`config.mk`:
```
export PLATFORM = sky130hd
export DESIGN_NAME = strobe_stretcher_flat
export DESIGN_NICKNAME = d
export VERILOG_FILES = /design/src/rtl/strobe_stretcher_if.sv /design/src/rtl/strobe_stretcher.sv /design/src/flat_wrapper.sv
export SDC_FILE = /design/constraint.sdc
export NUM_CORES = 1
export LEC_CHECK = 0
export BUFFER_PORTS_ARGS = -buffer_cell sky130_fd_sc_hd__buf_2
export CAP_MARGIN = 20
export CELL_PAD_IN_SITES_DETAIL_PLACEMENT = 1
export CELL_PAD_IN_SITES_GLOBAL_PLACEMENT = 1
export CORE_AREA = 2 2 81 83
export CTS_BUF_LIST = sky130_fd_sc_hd__clkbuf_8
export DETAILED_ROUTE_END_ITERATION = 7
export DIE_AREA = 0 0 83 85
export GPL_TIMING_DRIVEN = 0
export HOLD_SLACK_MARGIN = 0.03
export MAX_ROUTING_LAYER = met4
export PLACE_DENSITY = 0.56
export SYNTH_ARGS = -nofsm -noshare
export SYNTH_HDL_FRONTEND = slang
export SYNTH_SLANG_ARGS = --single-unit
```
`constraint.sdc`:
```
create_clock -name clk -period 2.9 [get_ports clk]
set_clock_uncertainty 0.2 [all_clocks]
set_input_delay 0.29 -clock clk [delete_from_list [all_inputs] [get_ports clk]]
set_output_delay 0.29 -clock clk [all_outputs]
set_load 0.03 [all_outputs]
```
`src/rtl/strobe_stretcher_if.sv`:
```
// Request/status bundle for strobe_stretcher: strobe/length/abort in, stretched level and drop status out.
// strobe is a per-cycle request with no back-pressure: every high cycle is one request, and length/abort are sampled with it on the same edge.
interface strobe_stretcher_if #(
   parameter int WIDTH  = 8,
   parameter int DROP_W = 8
);
   logic              strobe;
   logic [WIDTH-1:0]  length;
   logic              abort;
   logic              signal;
   logic              busy;
   logic              dropped;
   logic [DROP_W-1:0] drop_count;
   logic [1:0]        dbg_state;

   modport master (
      output strobe, length, abort,
      input  signal, busy, dropped, drop_count, dbg_state
   );

   modport slave (
      input  strobe, length, abort,
      output signal, busy, dropped, drop_count, dbg_state
   );
endinterface

```
`src/rtl/strobe_stretcher.sv`:
```
// Stretches accepted one-cycle strobes into a 'length'-cycle level, with optional retrigger,
// a forced low gap after each pulse, abort, and a saturating count of ignored strobes.
module strobe_stretcher #(
   parameter int WIDTH     = 8,
   parameter int RETRIGGER = 0,
   parameter int GAP       = 0,
   parameter int DROP_W    = 8
) (
   input  logic           clk,
   input  logic           reset,
   strobe_stretcher_if.slave bus
);

   typedef enum logic [1:0] {
      S_IDLE   = 2'd0,
      S_ACTIVE = 2'd1,
      S_GAP    = 2'd2
   } state_t;

   localparam logic [WIDTH-1:0]  ONE_W    = WIDTH'(1);
   localparam logic [DROP_W-1:0] ONE_D    = DROP_W'(1);
   localparam bit                HAS_GAP  = (GAP > 0);
   localparam logic [WIDTH-1:0]  GAP_LOAD = (GAP > 0) ? WIDTH'(GAP - 1) : '0;

   state_t            state_q, state_d;
   logic [WIDTH-1:0]  cnt_q, cnt_d;
   logic [WIDTH-1:0]  gcnt_q, gcnt_d;
   logic              signal_q, signal_d;
   logic              busy_q, busy_d;
   logic              dropped_q, dropped_d;
   logic [DROP_W-1:0] drop_cnt_q, drop_cnt_d;

   always_comb begin
      state_d    = state_q;
      cnt_d      = cnt_q;
      gcnt_d     = gcnt_q;
      dropped_d  = 1'b0;
      // abort wins over any strobe in the same cycle, and that strobe is not counted
      if (bus.abort) begin
         state_d = S_IDLE;
         cnt_d   = '0;
         gcnt_d  = '0;
      end else begin
         unique case (state_q)
            S_IDLE: begin
               if (bus.strobe) begin
                  if (bus.length != '0) begin
                     state_d = S_ACTIVE;
                     cnt_d   = bus.length - ONE_W;
                  end else begin
                     dropped_d = 1'b1;
                  end
               end
            end
            S_ACTIVE: begin
               if ((RETRIGGER != 0) && bus.strobe && (bus.length != '0)) begin
                  cnt_d = bus.length - ONE_W;
               end else begin
                  dropped_d = bus.strobe;
                  if (cnt_q == '0) begin
                     if (HAS_GAP) begin
                        state_d = S_GAP;
                        gcnt_d  = GAP_LOAD;
                     end else begin
                        state_d = S_IDLE;
                     end
                  end else begin
                     cnt_d = cnt_q - ONE_W;
                  end
               end
            end
            S_GAP: begin
               dropped_d = bus.strobe;
               if (gcnt_q == '0) begin
                  state_d = S_IDLE;
               end else begin
                  gcnt_d = gcnt_q - ONE_W;
               end
            end
            default: begin
               state_d = S_IDLE;
            end
         endcase
      end
      signal_d   = (state_d == S_ACTIVE);
      busy_d     = (state_d != S_IDLE);
      drop_cnt_d = (dropped_d && (drop_cnt_q != '1)) ? (drop_cnt_q + ONE_D) : drop_cnt_q;
   end

   always_ff @(posedge clk or posedge reset) begin
      if (reset) begin
         state_q    <= S_IDLE;
         cnt_q      <= '0;
         gcnt_q     <= '0;
         signal_q   <= 1'b0;
         busy_q     <= 1'b0;
         dropped_q  <= 1'b0;
         drop_cnt_q <= '0;
      end else begin
         state_q    <= state_d;
         cnt_q      <= cnt_d;
         gcnt_q     <= gcnt_d;
         signal_q   <= signal_d;
         busy_q     <= busy_d;
         dropped_q  <= dropped_d;
         drop_cnt_q <= drop_cnt_d;
      end
   end

   assign bus.signal     = signal_q;
   assign bus.busy       = busy_q;
   assign bus.dropped    = dropped_q;
   assign bus.drop_count = drop_cnt_q;
   assign bus.dbg_state  = state_q;

endmodule

```
`src/flat_wrapper.sv`:
```
// flat-port wrapper written by rule: the top's interface ports become plain ports
module strobe_stretcher_flat 
#(
   parameter int WIDTH     = 8,
   parameter int RETRIGGER = 0,
   parameter int GAP       = 0,
   parameter int DROP_W    = 8
)
  (clk, reset, bus_strobe, bus_length, bus_abort, bus_signal, bus_busy, bus_dropped, bus_drop_count, bus_dbg_state);
  strobe_stretcher_if #(.WIDTH(WIDTH), .DROP_W(DROP_W)) bus_i ();
  input  logic clk;
  input  logic reset;
  input wire logic [$bits(bus_i.strobe)-1:0] bus_strobe;
  input wire logic [$bits(bus_i.length)-1:0] bus_length;
  input wire logic [$bits(bus_i.abort)-1:0] bus_abort;
  output wire logic [$bits(bus_i.signal)-1:0] bus_signal;
  output wire logic [$bits(bus_i.busy)-1:0] bus_busy;
  output wire logic [$bits(bus_i.dropped)-1:0] bus_dropped;
  output wire logic [$bits(bus_i.drop_count)-1:0] bus_drop_count;
  output wire logic [$bits(bus_i.dbg_state)-1:0] bus_dbg_state;
  assign bus_i.strobe = bus_strobe;
  assign bus_i.length = bus_length;
  assign bus_i.abort = bus_abort;
  assign bus_signal = bus_i.signal;
  assign bus_busy = bus_i.busy;
  assign bus_dropped = bus_i.dropped;
  assign bus_drop_count = bus_i.drop_count;
  assign bus_dbg_state = bus_i.dbg_state;
  strobe_stretcher #(.WIDTH(WIDTH), .RETRIGGER(RETRIGGER), .GAP(GAP), .DROP_W(DROP_W)) u_core (.clk(clk), .reset(reset), .bus(bus_i));
endmodule
```
==> results of run 1 <==
## worst min-delay path, stage by stage
cell and delay (ns):
buf_2 0.13, nand2_1 0.06, a31oi_1 0.07
## cell type report
class,count,area share [%]
plain buffers,7,1.79
well taps,77,4.44
clock inverters,2,1.56
clock buffers,6,3.80
flip-flops and latches,29,33.4
repair buffers,25,7.03
inverters,9,1.56
multi-input cells,149,46.4
## where the power goes
group,switching (uW),internal (uW)
clock,165,276
sequential,52.6,448
combinational,201,117
total,418,842
## metal layers
layer / track usage (%) / vias to the layer above
met5: - / -
met4: 5.22 / 0
met3: 3.40 / 8
met2: 22.6 / 23
met1: 19.0 / 783
li1: - / 764
## worst paths after layout
check | from | to | slack (ns) | depth (start not counted)
hold / removal | bus_length[4] | u_core.cnt_q[4]$_DFFE_PP0P_ | 0.12 | 3
setup reg to reg | u_core.bus.dbg_state[1]$_DFF_PP0_ | u_core.cnt_q[6]$_DFFE_PP0P_ | 0.14 | 9
max in group asynchronous | reset | u_core.bus.drop_count[7]$_DFFE_PP0P_ | 1.51 | 4
hold reg to reg | u_core.bus.drop_count[7]$_DFFE_PP0P_ | u_core.bus.drop_count[7]$_DFFE_PP0P_ | 0.32 | 1
min in group asynchronous | reset | u_core.gcnt_q[2]$_DFFE_PP0P_ | 0.47 | 3
setup / recovery | u_core.bus.dbg_state[1]$_DFF_PP0_ | u_core.cnt_q[6]$_DFFE_PP0P_ | 0.14 | 9
## cell usage in the layout (no fill, tap or decap), types with 3 or more instances in the layout
| cell | Yosys | routed |
|---|---|---|
| a31oi_1 | 3 | 3 |
| buf_2 | 1 | 24 |
| xnor2_1 | 5 | 5 |
| or4_1 | 5 | 5 |
| xor2_1 | 9 | 9 |
| clkbuf_1 | 6 | 4 |
| nand2_1 | 15 | 15 |
| nand3_1 | 4 | 4 |
| a21oi_1 | 11 | 11 |
| ha_1 | 8 | 6 |
| mux2i_1 | 4 | 3 |
| clkbuf_8 | 0 | 6 |
| o21ai_0 | 8 | 8 |
| nor3_1 | 8 | 8 |
| inv_1 | 9 | 9 |
| o31ai_1 | 3 | 3 |
| a211oi_1 | 4 | 4 |
| nor3b_1 | 3 | 3 |
| dfrtp_1 | 29 | 29 |
| or3_1 | 3 | 3 |
| nor2_1 | 25 | 25 |
## sequential cells by signal, summed over array words and instances (netlist names)
signal and cells:
u_core.bus.signal 1, u_core.cnt_q 8, u_core.bus.drop_count 8, u_core.gcnt_q 8, u_core.bus.busy 1, u_core.bus.dbg_state 2
u_core.bus.dropped 1
## logic make-up after synthesis
logic type               after synthesis  synth area share [%]
adder cells (fa/ha/maj)                8                  5.60
flip-flops                            29                  40.6
multiplexers                           4                  2.24
buffers and inverters                 17                  4.06
XOR/XNOR                              14                  6.86
AO/OA/AOI/OAI                         46                  18.0
AND/OR/NAND/NOR                       77                  22.6
## per-stage QoR
stage | std cells | instance area [um2] | setup slack, ns
after global routing | 304 | 2170 | 0.0119
after floorplan | 195 | 1790 | 0.0341
final | 304 | 2170 | 0.139
after detailed placement | 296 | 2030 | -0.275
after global placement | 295 | 2000 | -0.295
after CTS | 304 | 2170 | 0.0791
## timing repair
action                                  in CTS  in global routing
pin swaps                                    0                  0
endpoints found under the setup margin       3                  1
resized for setup                            4                  2
hold buffers                                 1                  0
hold endpoints to repair                    15                  0
==> impl_metrics.yaml, run 1 <==
run_status:
  outcome: "complete, no violations"
power:
  power.leakage_uw: 0.000990
  ir_worst_vdd_mv: 0.411
  power.density_nw_per_um2: 580
  p_total_uw: 1260
routing:
  detail_route.first_pass.iterations: 4
  wl_met3_um: 159
  wl_met2_um: 2230
  drtIter0Drc: 44
  wl_um: 4800
  via_per_inst: 5.19
  met1_length_um: 2320
  antenna_left: 0
  routed.top_layer: "met4"
  vias: 1578
  route.detailed.wl_per_inst_um: 15.8
  drc: 0
synth:
  synth_top_cells_by_count: "dfrtp_1, nor2_1, nand2_1"
  yosysTopAreaCell: "dfrtp_1"
  ys_ff_latch: 29
  synth_nets: 215
  synth_ff_type: "dfrtp_1"
  synthArstFlopShare_pct: 100
  yosysUniqueCellTypes: 47
  synth_edf_count: 0
  syn_avg_cell_area_um2: 9.16
  synthMostInstantiatedCell: "dfrtp_1"
  ys_seq_area_share_pct: 40.6
  synth.area.top_cells: "dfrtp_1, ha_1, nor2_1, xor2_1, nand2_1"
  yosysWarnings: 0
  syn_inst: 195
  yosysTopAreaCellShare_pct: 40.6
  syn_area_um2: 1790
setup_path:
  path_delay_family: "compound AO/OA/AOI/OAI gates"
  worst_ep_required_time_ns: 2.90
  crit_path_max_fanout: 11
  path_class: "reg2reg"
  crit_chain: "inv_2 -> ha_4 -> clkbuf_4 -> mux2i_2 -> ha_2 -> o21a_1 -> o21ai_0 -> or4_1 -> a31oi_1"
  critPathSlowestCell: "dfrtp_1"
  cp-end-kind: "flip-flop"
  crit_buf_inv: 2
  cp.arrival_ns: 2.76
  crit_path_max_incr_delay_ns: 0.47
  cp-start-kind: "flip-flop"
placed_design:
  gp_congestion: 0.761
  place_hpwl_um: 3520
  io_buffer_count: 23
global_routing:
  grt_antenna_before_repair: 0
  grt_pass1_vias: 1558
  grt_max_degree: 17
  grt_overflow_total: 0
  grt_usage_pct: 14.7
  grt_first_pass_wirelength_um: 8050
floorplanning:
  die_area_um2: 7060
  die_width_um: 83
  fp-row-count: 29
  die_h_um: 85
  fp.coreArea_um2: 6200
  initial_core_util_pct: 28.8
  io_pins: 25
flow_run:
  drv_cap: 0
clock_network:
  cts-htree-levels: 2
  cts.path.max_buffers: 2
  clock_latency_ns: 0.28
  cts_buffers: 5
  post_cts_buffers: 0
  cts_tree: "built"
  cts.sinks: 29
  cts-root-buf: "clkbuf_8"
  clk_pin_slew_ns: 0.07
finish:
  antennaDiodeCount: 0
  num-nets-final: 246
  seqCellArea_um2: 726
  fin_util_pct: 35.0
  drive_gt1_share_pct: 19.8
  num-fill-cells: 728
  multi_input_area_um2: 1010
  syn2layout_area_growth_pct: 21.5
timing:
  tightest_slew_ns: 0.787
  fin_setup_tns_ns: 0
  setup_viol: 0
  fmax_ghz: 0.362
  period_needed_ns: 2.76
  fin_hold_ws_ns: 0.120
  hold_viol_final: 0
  fin_crit_sh_pct: 95.2
  rsz0062_at_grt: "no"
  slew_headroom_pct: 46.8
  drv_slew: 0
worst_hold_path:
  hold_path.class: "in2reg"
(Power assumes the default switching activity.)
==> inputs of run 2 (changes only) <==
--- a/config.mk
+++ b/config.mk
@@ -5,18 +5,19 @@
 export SDC_FILE = /design/constraint.sdc
 export NUM_CORES = 1
 export LEC_CHECK = 0
-export BUFFER_PORTS_ARGS = -buffer_cell sky130_fd_sc_hd__buf_2
 export CAP_MARGIN = 20
 export CELL_PAD_IN_SITES_DETAIL_PLACEMENT = 1
 export CELL_PAD_IN_SITES_GLOBAL_PLACEMENT = 1
-export CORE_AREA = 2 2 81 83
+export CORE_AREA = 2 2 67 69
 export CTS_BUF_LIST = sky130_fd_sc_hd__clkbuf_8
 export DETAILED_ROUTE_END_ITERATION = 7
-export DIE_AREA = 0 0 83 85
+export DIE_AREA = 0 0 69 71
+export DONT_BUFFER_PORTS = 1
 export GPL_TIMING_DRIVEN = 0
 export HOLD_SLACK_MARGIN = 0.03
 export MAX_ROUTING_LAYER = met4
-export PLACE_DENSITY = 0.56
+export PLACE_DENSITY = 0.71
+export SLEW_MARGIN = 20
 export SYNTH_ARGS = -nofsm -noshare
 export SYNTH_HDL_FRONTEND = slang
 export SYNTH_SLANG_ARGS = --single-unit
==> run 2 against run 1 <==
Effect of this change:
- clock power decreased by 15%
- sequential power increased by 13%
- clock-buffer cell count increased by 1
- final area decreased by 7.1%
- global-route usage increased by 7.1 points
- largest cell class unchanged
- highest routed layer unchanged
==> impl_metrics.yaml, run 2 (synthesized netlist as in run 1, its figures left out) <==
run_status:
  outcome: "complete, no violations"
finish:
  syn2layout_area_growth_pct: 12.8
  num-nets-final: 225
  drive_gt1_share_pct: 13.1
  instances_no_fill: 258
  antennaDiodeCount: 0
  mostFrequentLayoutCells: "dfrtp_1, nor2_1, nand2_1"
  layout_commonest_cell: "dfrtp_1"
  fin_util_pct: 47.9
global_routing:
  grt_antenna_before_repair: 0
  grt_pass1_vias: 1756
  grt_first_pass_wirelength_um: 8310
  grt_usage_pct: 21.8
  grt_overflow_total: 0
  grt_max_degree: 30
setup_path:
  crit_path_max_fanout: 7
  regToRegSetupSlack_ns: 0.14
  crit_end: "u_core.bus.drop_count[7]$_DFFE_PP0P_"
  critical_path.startpoint: "u_core.bus.dbg_state[1]$_DFF_PP0_"
  path_depth: 8
  reg2reg_from: "u_core.bus.dbg_state[1]$_DFF_PP0_"
  critPathSlowestCell: "dfrtp_2"
  cp-start-kind: "flip-flop"
  path_delay_family: "simple AND/OR/NAND/NOR gates"
  reg2reg_depth: 8
  crit_path_max_incr_delay_ns: 0.52
  crit_chain: "inv_2 -> ha_1 -> inv_1 -> o41a_4 -> or3_1 -> buf_6 -> nor4_4 -> xor2_1"
  cp.arrival_ns: 2.76
  path_class: "reg2reg"
  r2r_end: "u_core.bus.drop_count[7]$_DFFE_PP0P_"
  cp-end-kind: "flip-flop"
  crit_buf_inv: 3
  worst_ep_required_time_ns: 2.91
power:
  ir_worst_vdd_mv: 0.322
  power.leakage_uw: 0.000877
  p_total_uw: 1170
  power.density_nw_per_um2: 579
routing:
  via_per_inst: 5.94
  antenna_left: 0
  drtIter0Drc: 60
  vias: 1533
  wl_um: 4890
  detail_route.first_pass.iterations: 4
  drc: 0
  route.detailed.wl_per_inst_um: 18.9
clock_network:
  cts-htree-levels: 2
  clock_latency_ns: 0.29
  cts-root-buf: "clkbuf_8"
  clk_pin_slew_ns: 0.07
  cts_buffers: 5
  cts_tree: "built"
  cts.path.max_buffers: 2
  cts.sinks: 29
timing:
  fmax_ghz: 0.362
  fin_setup_tns_ns: 0
  slew_headroom_pct: 50.0
  tightest_slew_ns: 0.741
  drv_slew: 0
  period_needed_ns: 2.76
  setup_viol: 0
  fin_ws_ns: 0.141
  hold_viol_final: 0
  rsz0062_at_grt: "no"
  fin_crit_sh_pct: 95.1
floorplanning:
  initial_core_util_pct: 42.5
  fp-row-count: 24
  die_area_um2: 4900
  die_h_um: 71
  io_pins: 25
  die_width_um: 69
  fp.coreArea_um2: 4200
placed_design:
  place_hpwl_um: 3600
  pre_cts_slack_ns: -0.498
  gp_congestion: 0.821
  io_buffer_count: 0
  dp.cells: 247
worst_hold_path:
  min_path_cells: 2
  hold_path.class: "in2reg"
flow_run:
  drv_cap: 0
run 2: cell types whose count changed in the layout (fill, tap and decap cells not counted), moves of 2 or more:
cell	before	now
inv_1	9	6
dfrtp_1	29	27
dlygate4sd3_1	1	3
dfrtp_2	0	2
buf_2	24	1
inv_2	1	3
run 2: worst register-to-register path, stage by stage, from the launching register on:
cell,delay [ns]
dfrtp_2,0.52
inv_2,0.14
ha_1,0.20
inv_1,0.09
o41a_4,0.50
or3_1,0.41
buf_6,0.15
nor4_4,0.29
xor2_1,0.18
run 2: cell type report:
class                      count  area (um2)
inverter                       9        33.8
clock inverter                 1        5.00
clock buffer                   7        96.3
sequential                    29         728
multi-input combinational    149        1010
timing repair buffer           4        37.5
tap                           52        65.1
buffer                         7        42.5
fill                         498        2190
run 2: repair_timing:
item / 4_1_cts / 5_1_grt
pin swaps: 0 / 1
endpoints found under the setup margin: 7 / 2
setup buffers: 0 / 1
gates cloned: 0 / 0
hold buffers: 3 / 0
endpoints found under the hold margin: 31 / 0
resized for setup: 7 / 5
run 2: stage by stage:
step                      cell area [um2]  hold WS (ns)
after global placement               1850         0.256
after CTS                            2000        0.0382
after floorplan                      1790         0.168
after global routing                 2020        0.0577
final                                2020        0.0517
after detailed placement             1850         0.270
run 2: power breakdown:
part           internal [uW]  switching (uW)  total, uW  leakage [uW]
clock network            214             159        373     0.0000542
logic                   95.5             132        228      0.000438
registers                447             118        566      0.000385
total                    757             410       1170      0.000877
run 2: worst min path at each step:
stage                                   endpoint          start
floorplan              u_core.bus.busy$_DFF_PP0_          reset
global placement     u_core.cnt_q[4]$_DFFE_PP0P_  bus_length[4]
detailed placement   u_core.cnt_q[4]$_DFFE_PP0P_  bus_length[4]
CTS                 u_core.bus.dropped$_DFF_PP0_     bus_strobe
global route        u_core.bus.dropped$_DFF_PP0_  bus_length[7]
finish              u_core.bus.dropped$_DFF_PP0_     bus_strobe
run 2: layer usage:
layer  vias up  track usage [%]  routed length (um)
li1        720                -                   -
met1       772             24.8                2100
met4         0             9.59                  74
met5         -                -                   0
met3         6             5.98                 199
met2        35             36.0                2510
